### src/rtl/fetch_sequencer_if.sv
// Fetch-sequencer bundle: hazard/MEM/trap inputs, instruction-memory handshake and IF-stage outputs.
// master = the sequencer, slave = the surrounding pipeline and instruction memory.
interface fetch_sequencer_if;
  logic        stall;
  logic        branch_taken;
  logic [31:0] branch_target;
  logic        trap_req;
  logic        imem_req;
  logic        imem_ready;
  logic [31:0] pc;
  logic        fetch_valid;
  logic [2:0]  flush;
  logic        misalign_fault;

  modport master (
    input  stall, branch_taken, branch_target, trap_req, imem_ready,
    output imem_req, pc, fetch_valid, flush, misalign_fault
  );

  modport slave (
    output stall, branch_taken, branch_target, trap_req, imem_ready,
    input  imem_req, pc, fetch_valid, flush, misalign_fault
  );
endinterface

### src/rtl/fetch_sequencer.sv
// Fetch-stage PC owner: sequential advance, stalls, branch/trap redirects, imem handshake.
// Optional FETCH_SEQUENCER_PERF_EN adds saturating redirect_cnt/stall_cnt outputs.
module fetch_sequencer #(
  parameter logic [31:0] RESET_VECTOR = 32'h0000_0000,
  parameter logic [31:0] TRAP_VECTOR  = 32'h0000_0080
) (
  input  logic              clk,
  input  logic              rst,
  fetch_sequencer_if.master bus
`ifdef FETCH_SEQUENCER_PERF_EN
  ,
  output logic [15:0]       redirect_cnt,
  output logic [15:0]       stall_cnt
`endif
);

  typedef enum logic [1:0] {ST_BOOT, ST_FETCH, ST_WAIT} state_e;

  state_e      state_q, state_d;
  logic [31:0] pc_q, pc_d;
  logic [31:0] pend_tgt_q, pend_tgt_d;
  logic        pend_vld_q, pend_vld_d;
  logic        pend_trap_q, pend_trap_d;

  logic        redir_req;
  logic        redir_mis;
  logic        redir_trap;
  logic [31:0] redir_tgt;

  logic        imem_req;
  logic        fetch_valid;
  logic [2:0]  flush;
  logic        misalign_fault;

  // A misaligned branch is turned into a trap; trap_req masks the branch entirely.
  assign redir_req  = bus.trap_req | bus.branch_taken;
  assign redir_mis  = bus.branch_taken & ~bus.trap_req & (bus.branch_target[1:0] != 2'b00);
  assign redir_trap = bus.trap_req | redir_mis;
  assign redir_tgt  = redir_trap ? TRAP_VECTOR : bus.branch_target;

  always_comb begin
    state_d        = state_q;
    pc_d           = pc_q;
    pend_tgt_d     = pend_tgt_q;
    pend_vld_d     = pend_vld_q;
    pend_trap_d    = pend_trap_q;
    imem_req       = 1'b0;
    fetch_valid    = 1'b0;
    flush          = 3'b000;
    misalign_fault = 1'b0;

    case (state_q)
      ST_BOOT: begin
        flush   = 3'b111;
        state_d = ST_FETCH;
      end

      ST_FETCH: begin
        imem_req = 1'b1;
        if (redir_req) begin
          flush          = 3'b111;
          misalign_fault = redir_mis;
          pc_d           = redir_tgt;
        end else if (!bus.imem_ready) begin
          state_d = ST_WAIT;
        end else if (!bus.stall) begin
          fetch_valid = 1'b1;
          pc_d        = pc_q + 32'd4;
        end
      end

      ST_WAIT: begin
        imem_req = 1'b1;
        if (bus.imem_ready) begin
          state_d    = ST_FETCH;
          pend_vld_d = 1'b0;
          if (redir_req) begin
            flush          = 3'b111;
            misalign_fault = redir_mis;
            pc_d           = redir_tgt;
          end else if (pend_vld_q) begin
            pc_d = pend_tgt_q;
          end else if (!bus.stall) begin
            fetch_valid = 1'b1;
            pc_d        = pc_q + 32'd4;
          end
        end else if (redir_req) begin
          // pc must hold while the request is outstanding, so park the redirect.
          flush          = 3'b111;
          misalign_fault = redir_mis;
          if (!(pend_vld_q && pend_trap_q && !redir_trap)) begin
            pend_vld_d  = 1'b1;
            pend_tgt_d  = redir_tgt;
            pend_trap_d = redir_trap;
          end
        end
      end

      default: state_d = ST_BOOT;
    endcase

    if (rst) begin
      imem_req       = 1'b0;
      fetch_valid    = 1'b0;
      flush          = 3'b111;
      misalign_fault = 1'b0;
    end
  end

  always_ff @(posedge clk) begin
    if (rst) begin
      state_q     <= ST_BOOT;
      pc_q        <= RESET_VECTOR;
      pend_tgt_q  <= 32'd0;
      pend_vld_q  <= 1'b0;
      pend_trap_q <= 1'b0;
    end else begin
      state_q     <= state_d;
      pc_q        <= pc_d;
      pend_tgt_q  <= pend_tgt_d;
      pend_vld_q  <= pend_vld_d;
      pend_trap_q <= pend_trap_d;
    end
  end

  assign bus.imem_req       = imem_req;
  assign bus.pc             = pc_q;
  assign bus.fetch_valid    = fetch_valid;
  assign bus.flush          = flush;
  assign bus.misalign_fault = misalign_fault;

`ifdef FETCH_SEQUENCER_PERF_EN
  logic [15:0] redirect_cnt_q;
  logic [15:0] stall_cnt_q;
  logic        redir_acc;
  logic        stall_evt;

  assign redir_acc = (state_q != ST_BOOT) & redir_req;
  assign stall_evt = (state_q != ST_BOOT) & ~fetch_valid & ~redir_req;

  always_ff @(posedge clk) begin
    if (rst) begin
      redirect_cnt_q <= 16'd0;
      stall_cnt_q    <= 16'd0;
    end else begin
      if (redir_acc && (redirect_cnt_q != 16'hFFFF)) begin
        redirect_cnt_q <= redirect_cnt_q + 16'd1;
      end
      if (stall_evt && (stall_cnt_q != 16'hFFFF)) begin
        stall_cnt_q <= stall_cnt_q + 16'd1;
      end
    end
  end

  assign redirect_cnt = redirect_cnt_q;
  assign stall_cnt    = stall_cnt_q;
`endif

endmodule

### src/flat_wrapper.sv
// flat-port wrapper written by rule: the top's interface ports become plain ports
module fetch_sequencer_flat 
#(
  parameter logic [31:0] RESET_VECTOR = 32'h0000_0000,
  parameter logic [31:0] TRAP_VECTOR  = 32'h0000_0080
)
  (clk, rst, bus_stall, bus_branch_taken, bus_branch_target, bus_trap_req, bus_imem_ready, bus_imem_req, bus_pc, bus_fetch_valid, bus_flush, bus_misalign_fault);
  fetch_sequencer_if bus_i ();
  input  logic clk;
  input  logic rst;
  input wire logic [$bits(bus_i.stall)-1:0] bus_stall;
  input wire logic [$bits(bus_i.branch_taken)-1:0] bus_branch_taken;
  input wire logic [$bits(bus_i.branch_target)-1:0] bus_branch_target;
  input wire logic [$bits(bus_i.trap_req)-1:0] bus_trap_req;
  input wire logic [$bits(bus_i.imem_ready)-1:0] bus_imem_ready;
  output wire logic [$bits(bus_i.imem_req)-1:0] bus_imem_req;
  output wire logic [$bits(bus_i.pc)-1:0] bus_pc;
  output wire logic [$bits(bus_i.fetch_valid)-1:0] bus_fetch_valid;
  output wire logic [$bits(bus_i.flush)-1:0] bus_flush;
  output wire logic [$bits(bus_i.misalign_fault)-1:0] bus_misalign_fault;
  assign bus_i.stall = bus_stall;
  assign bus_i.branch_taken = bus_branch_taken;
  assign bus_i.branch_target = bus_branch_target;
  assign bus_i.trap_req = bus_trap_req;
  assign bus_i.imem_ready = bus_imem_ready;
  assign bus_imem_req = bus_i.imem_req;
  assign bus_pc = bus_i.pc;
  assign bus_fetch_valid = bus_i.fetch_valid;
  assign bus_flush = bus_i.flush;
  assign bus_misalign_fault = bus_i.misalign_fault;
  fetch_sequencer #(.RESET_VECTOR(RESET_VECTOR), .TRAP_VECTOR(TRAP_VECTOR)) u_core (.clk(clk), .rst(rst), .bus(bus_i));
endmodule
### config.mk
export PLATFORM = sky130hd
export DESIGN_NAME = fetch_sequencer_flat
export DESIGN_NICKNAME = d
export VERILOG_FILES = /design/src/rtl/fetch_sequencer_if.sv /design/src/rtl/fetch_sequencer.sv /design/src/flat_wrapper.sv
export SDC_FILE = /design/constraint.sdc
export NUM_CORES = 1
export LEC_CHECK = 0
export ABC_AREA = 1
export ABC_CLOCK_PERIOD_IN_PS = 1600
export CAP_MARGIN = 20
export CORE_ASPECT_RATIO = 0.9
export CORE_MARGIN = 3
export CORE_UTILIZATION = 48
export CTS_BUF_LIST = sky130_fd_sc_hd__clkbuf_16
export DETAILED_ROUTE_END_ITERATION = 12
export GPL_TIMING_DRIVEN = 0
export HOLD_SLACK_MARGIN = 0.12
export PLACE_DENSITY_LB_ADDON = 0.05
export SLEW_MARGIN = 30
export SYNTH_ARGS = -nofsm -noshare
export SYNTH_HDL_FRONTEND = slang
export SYNTH_SLANG_ARGS = --single-unit
### constraint.sdc
create_clock -name clk -period 1.6 [get_ports clk]
set_input_delay 0.32 -clock clk [delete_from_list [all_inputs] [get_ports clk]]
set_output_delay 0.32 -clock clk [all_outputs]
set_load 0.005 [all_outputs]
# Word level (Yosys, flattened, before mapping)
# Index checks and enable logic that the tools add are counted.
# totals
ramBits	0
n_memories	0
latch_bits	0
input_bits	38
romBits	0
output_inout_bits	38
register_bits	68
elab_cells	63
# classes
n_mux	31
shift	0
order_cmp	0
bitwise_logic	7
multipliers	0
div_mod_pow	0
n_addsub	1
eq_ne	7
reduce_logical	12
# op_table
operator	n
$mux W32	7
$pmux W32 S2	1
$add A32 B3 Y32 const B	1
$mux W1	15
$reduce_and A3 Y1	3
$ne A2 B2 Y1 const B	4
$mux W2	3
$mux W3	2
$pmux W2 S3	1
$pmux W3 S2	1
$reduce_bool A2 Y1	3
$reduce_and A4 Y1	1
$ne A3 B2 Y1 const B	1
$not A1 Y1	3
$and A1 B1 Y1	2
$eq A2 B1 Y1 const B	1
$eq A2 B2 Y1 const B	1
$logic_and A1 B1 Y1	2
$logic_not A2 Y1	1
$or A1 B1 Y1	2
$pmux W1 S2	1
$reduce_or A2 Y1	1
$logic_not A1 Y1	1

# Longest topological paths before layout
# Gate-level depths: netlist of the first run.
# depth
word_depth	9
mapped_depth	12
mapped_depth_nobuf	12

# Worst setup path after synthesis of the first run
# No wires, ideal clock.
# synth_path
path_kind	register -> register
start	register u_core.state_q[0]
end	register u_core.pc_q[15], in the netlist u_core.bus.pc[15]
synth_period_minus_slack_ns	1.651
path_slack_ns	-0.051
arrival_ns	1.528
path_stages_with_launch	12
setup_time_ns	0.122
required_time_ns	1.478
path_buffers	1
cell_sequence	dfxtp_1 inv_1 ha_1 inv_2 nor2_2 nor2_1 nand2_2 inv_2 buf_2 nand3_1 o211ai_1 a21oi_1
# synth_via
elab_chain_len	3
word_cells_on_any_way	7
classes_between	4 x eq/ne; 1 x mux; 2 x reduce/logical
# synth_lines
item	line_no	text
start: declaration	fetch_sequencer.sv:19	state_e state_q, state_d;
start signal: assignment	fetch_sequencer.sv:118	state_q <= state_d;
$eq A2 B1 Y1 or $eq A2 B2 Y1 (tied branches)	fetch_sequencer.sv:52	case (state_q)
$ne A3 B2 Y1 (no source line), or another cell as far along	--	
$reduce_and A3 Y1 (no source line)	--	
end signal: assignment	fetch_sequencer.sv:119	pc_q <= pc_d;
end: declaration	fetch_sequencer.sv:20	logic [31:0] pc_q, pc_d;
# Several ways; a longest one is shown, not always the timed one.
# A chain may end at the register's enable or synchronous reset.

# Worst setup path after layout of the first run
# layout_path
start	register u_core.state_q[1]
end	output port bus_fetch_valid
# layout_via
elab_chain_len	3
word_cells_on_any_way	4
classes_between	2 x eq/ne; 2 x mux
# layout_lines
item	line_no	text
$eq A2 B2 Y1 or $eq A2 B1 Y1 (tied branches)	fetch_sequencer.sv:52	
$pmux W1 S2 (*)	fetch_sequencer.sv:52	
$mux W1 (*)	fetch_sequencer.sv:102	if (rst) begin
end: declaration	flat_wrapper.sv:18	output wire logic [$bits(bus_i.fetch_valid)-1:0] bus_fetch_valid;
# Mark *: on every way between the ends. The rest lies on a longest branch, timed or not.

==> results of run 1 <==
-- sequential cells by signal, summed over array words and instances (netlist names) --
register / cells
u_core.pend_tgt_q: 32
u_core.bus.pc: 32
u_core.pend_vld_q: 1
u_core.state_q: 2
u_core.pend_trap_q: 1
-- path summary, 6_finish.rpt --
path	slack, ns	from	end	depth (start not counted)
max	-0.43	u_core.state_q[1]$_SDFFE_PP0P_	bus_fetch_valid	7
min	0.45	u_core.pend_tgt_q[1]$_SDFFE_PP0P_	u_core.pend_tgt_q[1]$_SDFFE_PP0P_	2
max reg2reg	-0.39	u_core.state_q[1]$_SDFFE_PP0P_	u_core.pend_tgt_q[26]$_SDFFE_PP0P_	11
min reg2reg	0.45	u_core.pend_tgt_q[1]$_SDFFE_PP0P_	u_core.pend_tgt_q[1]$_SDFFE_PP0P_	2
-- where the power goes --
part / leakage, nW / internal, mW / switching, mW
clock: 0.122 / 1.02 / 0.799
sequential: 0.567 / 2.02 / 0.397
combinational: 2.04 / 2.80 / 2.85
total: 2.73 / 5.84 / 4.04
-- cell usage after synthesis (all sizes together) --
library cell  number  area share (%)
and3               1            0.15
o31ai              2            0.36
inv               89             8.0
o21ai             66             7.9
a211oi             8             1.8
dfxtp             68              33
nand4              6            0.90
nand3             43             5.8
nor4               1            0.15
a31oi              9             1.3
nor2              94              10
xor2               3            0.63
o21bai             2            0.36
o211ai             7             1.4
a21oi             62             7.5
nand2            142              13
clkbuf            11            0.99
nor3               8            0.96
ha                 5             1.5
xnor2              2            0.42
nand3b             1            0.18
or2                2            0.30
o22ai              2            0.30
buf               20             3.3
-- layout make-up --
class,count,area share [%]
Buffer,29,4.461
Inverter,89,5.462
Clock buffer,9,3.161
Tap cell,115,2.020
Sequential cell,68,19.86
Timing Repair Buffer,132,20.37
Multi-Input combinational cell,467,44.20
Clock inverter,6,0.4566
-- timing repair --
item / CTS / global route
gates cloned: 6 / 7
hold endpoints to repair: 0 / 0
setup endpoints to repair: 89 / 77
setup buffers: 28 / 21
pin swaps: 30 / 48
gates resized for setup: 203 / 214
-- worst max-delay path, cell delays in order (launching register included) --
cell and delay, ns:
dfxtp_2 0.36, buf_6 0.11, ha_4 0.15, inv_6 0.04, nor2_4 0.14, o21ai_2 0.11
nor4_4 0.29, buf_2 0.16
-- layer usage --
metal / up-vias / global-route usage [%] / part of all wire [%]
met5: - / 0 / 0
li1: 2413 / - / -
met4: 0 / 8.416 / 6.1
met1: 2616 / 40.60 / 37
met2: 470 / 50.32 / 45
met3: 143 / 6.152 / 12
-- stage by stage --
stage,TNS [ns],utilization (%),instance area [µm²],cells,hold slack (ns)
2_1_floorplan,0,-,4195,654,0.4245
3_3_place_gp,-39.80,61.61,5090,844,0.4386
3_5_place_dp,-40.64,61.61,5090,844,0.4432
4_1_cts,-4.702,75.47,6235,893,0.4506
5_1_grt,-20.44,86.23,7124,915,0.4811
6_report,-18.02,86.23,7124,915,0.4504
-- cell families (layout without fill, tap and decap cells) --
| family | count (synthesis) | in the layout | synth area share (%) |
|---|---|---|---|
| flops | 68 | 68 | 32.51 |
| simple gates | 298 | 299 | 31.67 |
| buf+inv | 120 | 265 | 12.37 |
| xor+xnor | 5 | 5 | 1.046 |
| compound gates | 158 | 158 | 20.91 |
| fa+ha+maj | 5 | 5 | 1.494 |
==> flow_summary.ini, run 1 <==
[yosys]
ys_warn_count = 0
syn_nets = 697
synthDistinctLibCells = 39
syn_area_per_cell_um2 = 6.403
syn_area_um2 = 4188
seq_area_frac_synth_pct = 32.51
synth_seq_cells = 68
netlist_instances = 654

[layout]
register_area_um2 = 1415
layout_common_cells = 105 x nand2_1, 75 x inv_1, 65 x nor2_1, 65 x clkdlybuf4s50_1, 39 x dfxtp_1
syn_to_final_growth_pct = 70.12
fillers = 434
drive_gt1_share_pct = 39.63
fin_nets = 839
multiInputGateArea_um2 = 3149
antennaDiodeCount = 0
mostFrequentLayoutCell = nand2_1

[drt]
antenna_left = 0
wl_per_cell_um = 21.46
wl_mm = 19.64
vias = 5642
vias_per_cell = 6.166
drc = 0
drt_first_pass_iters = 6
drtIter0Drc = 707

[sta]
final-setup-viol-count = 74
drv_slew = 0
fin_crit_sh_pct = 126.7
tightest_slew_ns = 0.8272
rsz0062_at_grt = yes
skew_ns = 0.01030
period_needed_ns = 2.028
relSlewSlack_pct = 44.85
fmax_mhz = 493.1
worst_slack_ns = -0.4280
finalHoldViolCount = 0

[critical_path]
crit_fanout = 4
path_class = flip-flop to output pin
end_kind = output pin
critPathLaunchType = flip-flop
cp_data_arrival_time_ns = 1.71
required_ns = 1.28

[floorplanning]
fp.dieW_um = 104.5
std_cell_rows = 31
floorplan.initialDensity_pct = 50.69
core-area_um2 = 8262
ioPinCount = 76
die_height_um = 94.61
die_area_um2 = 9882

[place]
post-place-ws_ns = -1.419
gp_congestion = 0.8992
port_buffers = 75
hpwl_mm = 10.27

[run_status]
outcome = complete, but fails checks
violations = negative setup slack

[pwr]
p_leak_nw = 2.733
p_per_area_nw_per_um2 = 1388
irDropWorstVdd_uv = 1035
total_power_mw = 9.887

[grt]
grt_pass1_wl_mm = 23.75
antenna_found_initial = 0
overflow = 0
track_usage_pct = 30.43
grt_start_max_net_pins = 12
grt_pass1_vias = 4657

[clock_network]
cts_sinks = 68
htreeDepth = 3
clk_pin_slew_worst_paths_ns = 0.06
postCtsHoldBufs = 0
cts_buffers = 9
clkLatencyLatePin_ns = 0.35
cts_tree = done
clock_path_buffers = 2
cts_root_buffer = clkbuf_16

[worst_hold_path]
holdCritPathClass = flip-flop to flip-flop

[job]
cap_viol_max_count = 0
Power figures use the tool's default switching activity.
==> run 2: changes to the inputs <==
--- a/config.mk
+++ b/config.mk
@@ -6,15 +6,15 @@
 export NUM_CORES = 1
 export LEC_CHECK = 0
 export ABC_AREA = 1
-export ABC_CLOCK_PERIOD_IN_PS = 1600
+export ABC_CLOCK_PERIOD_IN_PS = 2000
 export CAP_MARGIN = 20
 export CORE_ASPECT_RATIO = 0.9
 export CORE_MARGIN = 3
-export CORE_UTILIZATION = 48
+export CORE_UTILIZATION = 52
 export CTS_BUF_LIST = sky130_fd_sc_hd__clkbuf_16
 export DETAILED_ROUTE_END_ITERATION = 12
 export GPL_TIMING_DRIVEN = 0
-export HOLD_SLACK_MARGIN = 0.12
+export HOLD_SLACK_MARGIN = 0.15
 export PLACE_DENSITY_LB_ADDON = 0.05
 export SLEW_MARGIN = 30
 export SYNTH_ARGS = -nofsm -noshare
==> constraint.sdc (replaced) <==
create_clock -name clk -period 2 [get_ports clk]
set_input_delay 0.4 -clock clk [delete_from_list [all_inputs] [get_ports clk]]
set_output_delay 0.4 -clock clk [all_outputs]
set_load 0.005 [all_outputs]
==> flow_summary.ini, run 2 (synthesized netlist as in run 1, its figures left out) <==
[critical_path]
crit_path_end = bus_flush[2]
r2r_start = u_core.state_q[0]$_SDFFE_PP0P_
required_ns = 1.60
critPathLaunch = bus_branch_taken
crit_fanout = 4
reg2regPathDepth = 10
critPathLaunchType = primary input
cp_data_arrival_time_ns = 1.61
path_class = primary input to output pin
reg2reg_slack_ns = 0.07
end_kind = output pin
rr_endpoint = u_core.bus.pc[23]$_SDFFE_PP0P_

[floorplanning]
fp.dieW_um = 100.6
core-area_um2 = 7695
floorplan.initialDensity_pct = 54.42
std_cell_rows = 30
die_area_um2 = 9168
die_height_um = 91.14
ioPinCount = 76

[pwr]
p_sw_mw = 2.249
p_int_mw = 3.556
irDropWorstVdd_uv = 707.9
p_clk_share_pct = 29.0
p_seq_share_pct = 31.6
swShare_pct = 38.74
p_leak_nw = 2.125
p_comb_share_pct = 39.4
p_per_area_nw_per_um2 = 1054

[clock_network]
postCtsHoldBufs = 0
htreeDepth = 3
cts_buffers = 9
cts_root_buffer = clkbuf_16
clk_pin_slew_worst_paths_ns = 0.06
clock_path_buffers = 2
clkLatencyLatePin_ns = 0.34
cts_sinks = 68
cts_tree = done

[sta]
fin_crit_sh_pct = 100.4
tightest_slew_ns = 0.6568
drv_slew = 0
worst_slack_ns = -0.008925
relSlewSlack_pct = 56.21
final-setup-viol-count = 2
rsz0062_at_grt = yes
fmax_mhz = 497.8
skew_ns = 0.007742
finalHoldViolCount = 0
hold_ws_ns = 0.4507
period_needed_ns = 2.009

[layout]
layout_common_cells = 135 x nand2_1, 80 x nor2_1, 78 x inv_1
multiInputGateArea_um2 = 2391
syn_to_final_growth_pct = 31.58
fillers = 656
fin_nets = 789
mostFrequentLayoutCell = nand2_1
register_area_um2 = 1364
antennaDiodeCount = 0
drive_gt1_share_pct = 13.98

[place]
hpwl_mm = 10.10
port_buffers = 75
post-place-ws_ns = -1.186
gp_congestion = 0.9199

[drt]
wl_mm = 13.90
wl_met2_mm = 6.509
routed.top_layer = met5
drt_first_pass_iters = 5
vias = 4701
drtIter0Drc = 324
wirelength_met1_mm = 5.976
wl_met3_mm = 1.221
antenna_left = 0
drc = 0
vias_per_cell = 5.550
wl_per_cell_um = 16.41

[grt]
overflow = 0
track_usage_pct = 30.77
grt_pass1_vias = 4388
grt_pass1_wl_mm = 22.19
grt_start_max_net_pins = 15
antenna_found_initial = 1

[job]
cap_viol_max_count = 0

[worst_hold_path]
holdCritPathClass = flip-flop to flip-flop

[run_status]
outcome = complete, but fails checks
violations = negative setup slack
==> run 2: worst min-delay path by stage <==
stage,start,end,slack (ns),cells past startpoint
global placement,u_core.pend_tgt_q[25]$_SDFFE_PP0P_,u_core.pend_tgt_q[25]$_SDFFE_PP0P_,0.44,2
detailed placement,u_core.pend_tgt_q[1]$_SDFFE_PP0P_,u_core.pend_tgt_q[1]$_SDFFE_PP0P_,0.45,2
global route,u_core.pend_tgt_q[0]$_SDFFE_PP0P_,u_core.pend_tgt_q[0]$_SDFFE_PP0P_,0.48,2
finish,u_core.pend_tgt_q[1]$_SDFFE_PP0P_,u_core.pend_tgt_q[1]$_SDFFE_PP0P_,0.45,2
CTS,u_core.pend_tgt_q[1]$_SDFFE_PP0P_,u_core.pend_tgt_q[1]$_SDFFE_PP0P_,0.45,2
floorplan,u_core.pend_tgt_q[14]$_SDFFE_PP0P_,u_core.pend_tgt_q[14]$_SDFFE_PP0P_,0.42,2
==> run 2: metrics by stage <==
step | setup TNS [ns] | util, % | std cells | power (mW) | cell area (µm²)
2_1_floorplan | 0 | - | 654 | 2.949 | 4188
3_3_place_gp | -16.29 | 65.74 | 825 | 3.836 | 5059
3_5_place_dp | -17.82 | 65.74 | 825 | 3.877 | 5059
4_1_cts | -0.03880 | 71.01 | 845 | 5.667 | 5464
5_1_grt | -0.2390 | 71.61 | 847 | 6.097 | 5510
6_report | -0.01752 | 71.61 | 847 | 5.806 | 5510
==> run 2: routing by layer <==
layer | track usage, % | vias to the layer above
li1 | - | 2313
met1 | 40.54 | 2166
met2 | 48.57 | 199
met3 | 9.063 | 21
met4 | 8.754 | 2
met5 | 0 | -
==> run 2: final cells by class <==
class                           count  area share (%)
Tap cell                           96           2.180
Timing Repair Buffer               82           14.28
Inverter                           89           6.290
Multi-Input combinational cell    466           43.39
Sequential cell                    68           24.75
Clock inverter                      7           1.499
Buffer                             30           3.520
Clock buffer                        9           4.087
==> run 2: power by group through the flow <==
stage                     combinational [mW]  clock [mW]  sequential [mW]
after CTS                               2.16        1.69             1.82
after global placement                  2.00           0             1.84
final                                   2.29        1.68             1.84
after global routing                    2.49        1.74             1.86
after detailed placement                2.03           0             1.85
after floorplan                         1.14           0             1.81
==> run 2: what timing repair did <==
action | CTS | global route
setup endpoints to repair | 35 | 26
pin swaps | 3 | 4
buffers inserted | 5 | 2
resized for setup | 42 | 11
==> run 2: worst max-delay path, stage by stage <==
cell and delay, ns:
dlygate4sd2_1 0.27, nor2_4 0.11, inv_2 0.07, clkbuf_8 0.14, a21oi_2 0.14, o21ai_2 0.09
buf_4 0.13, dlygate4sd2_1 0.25
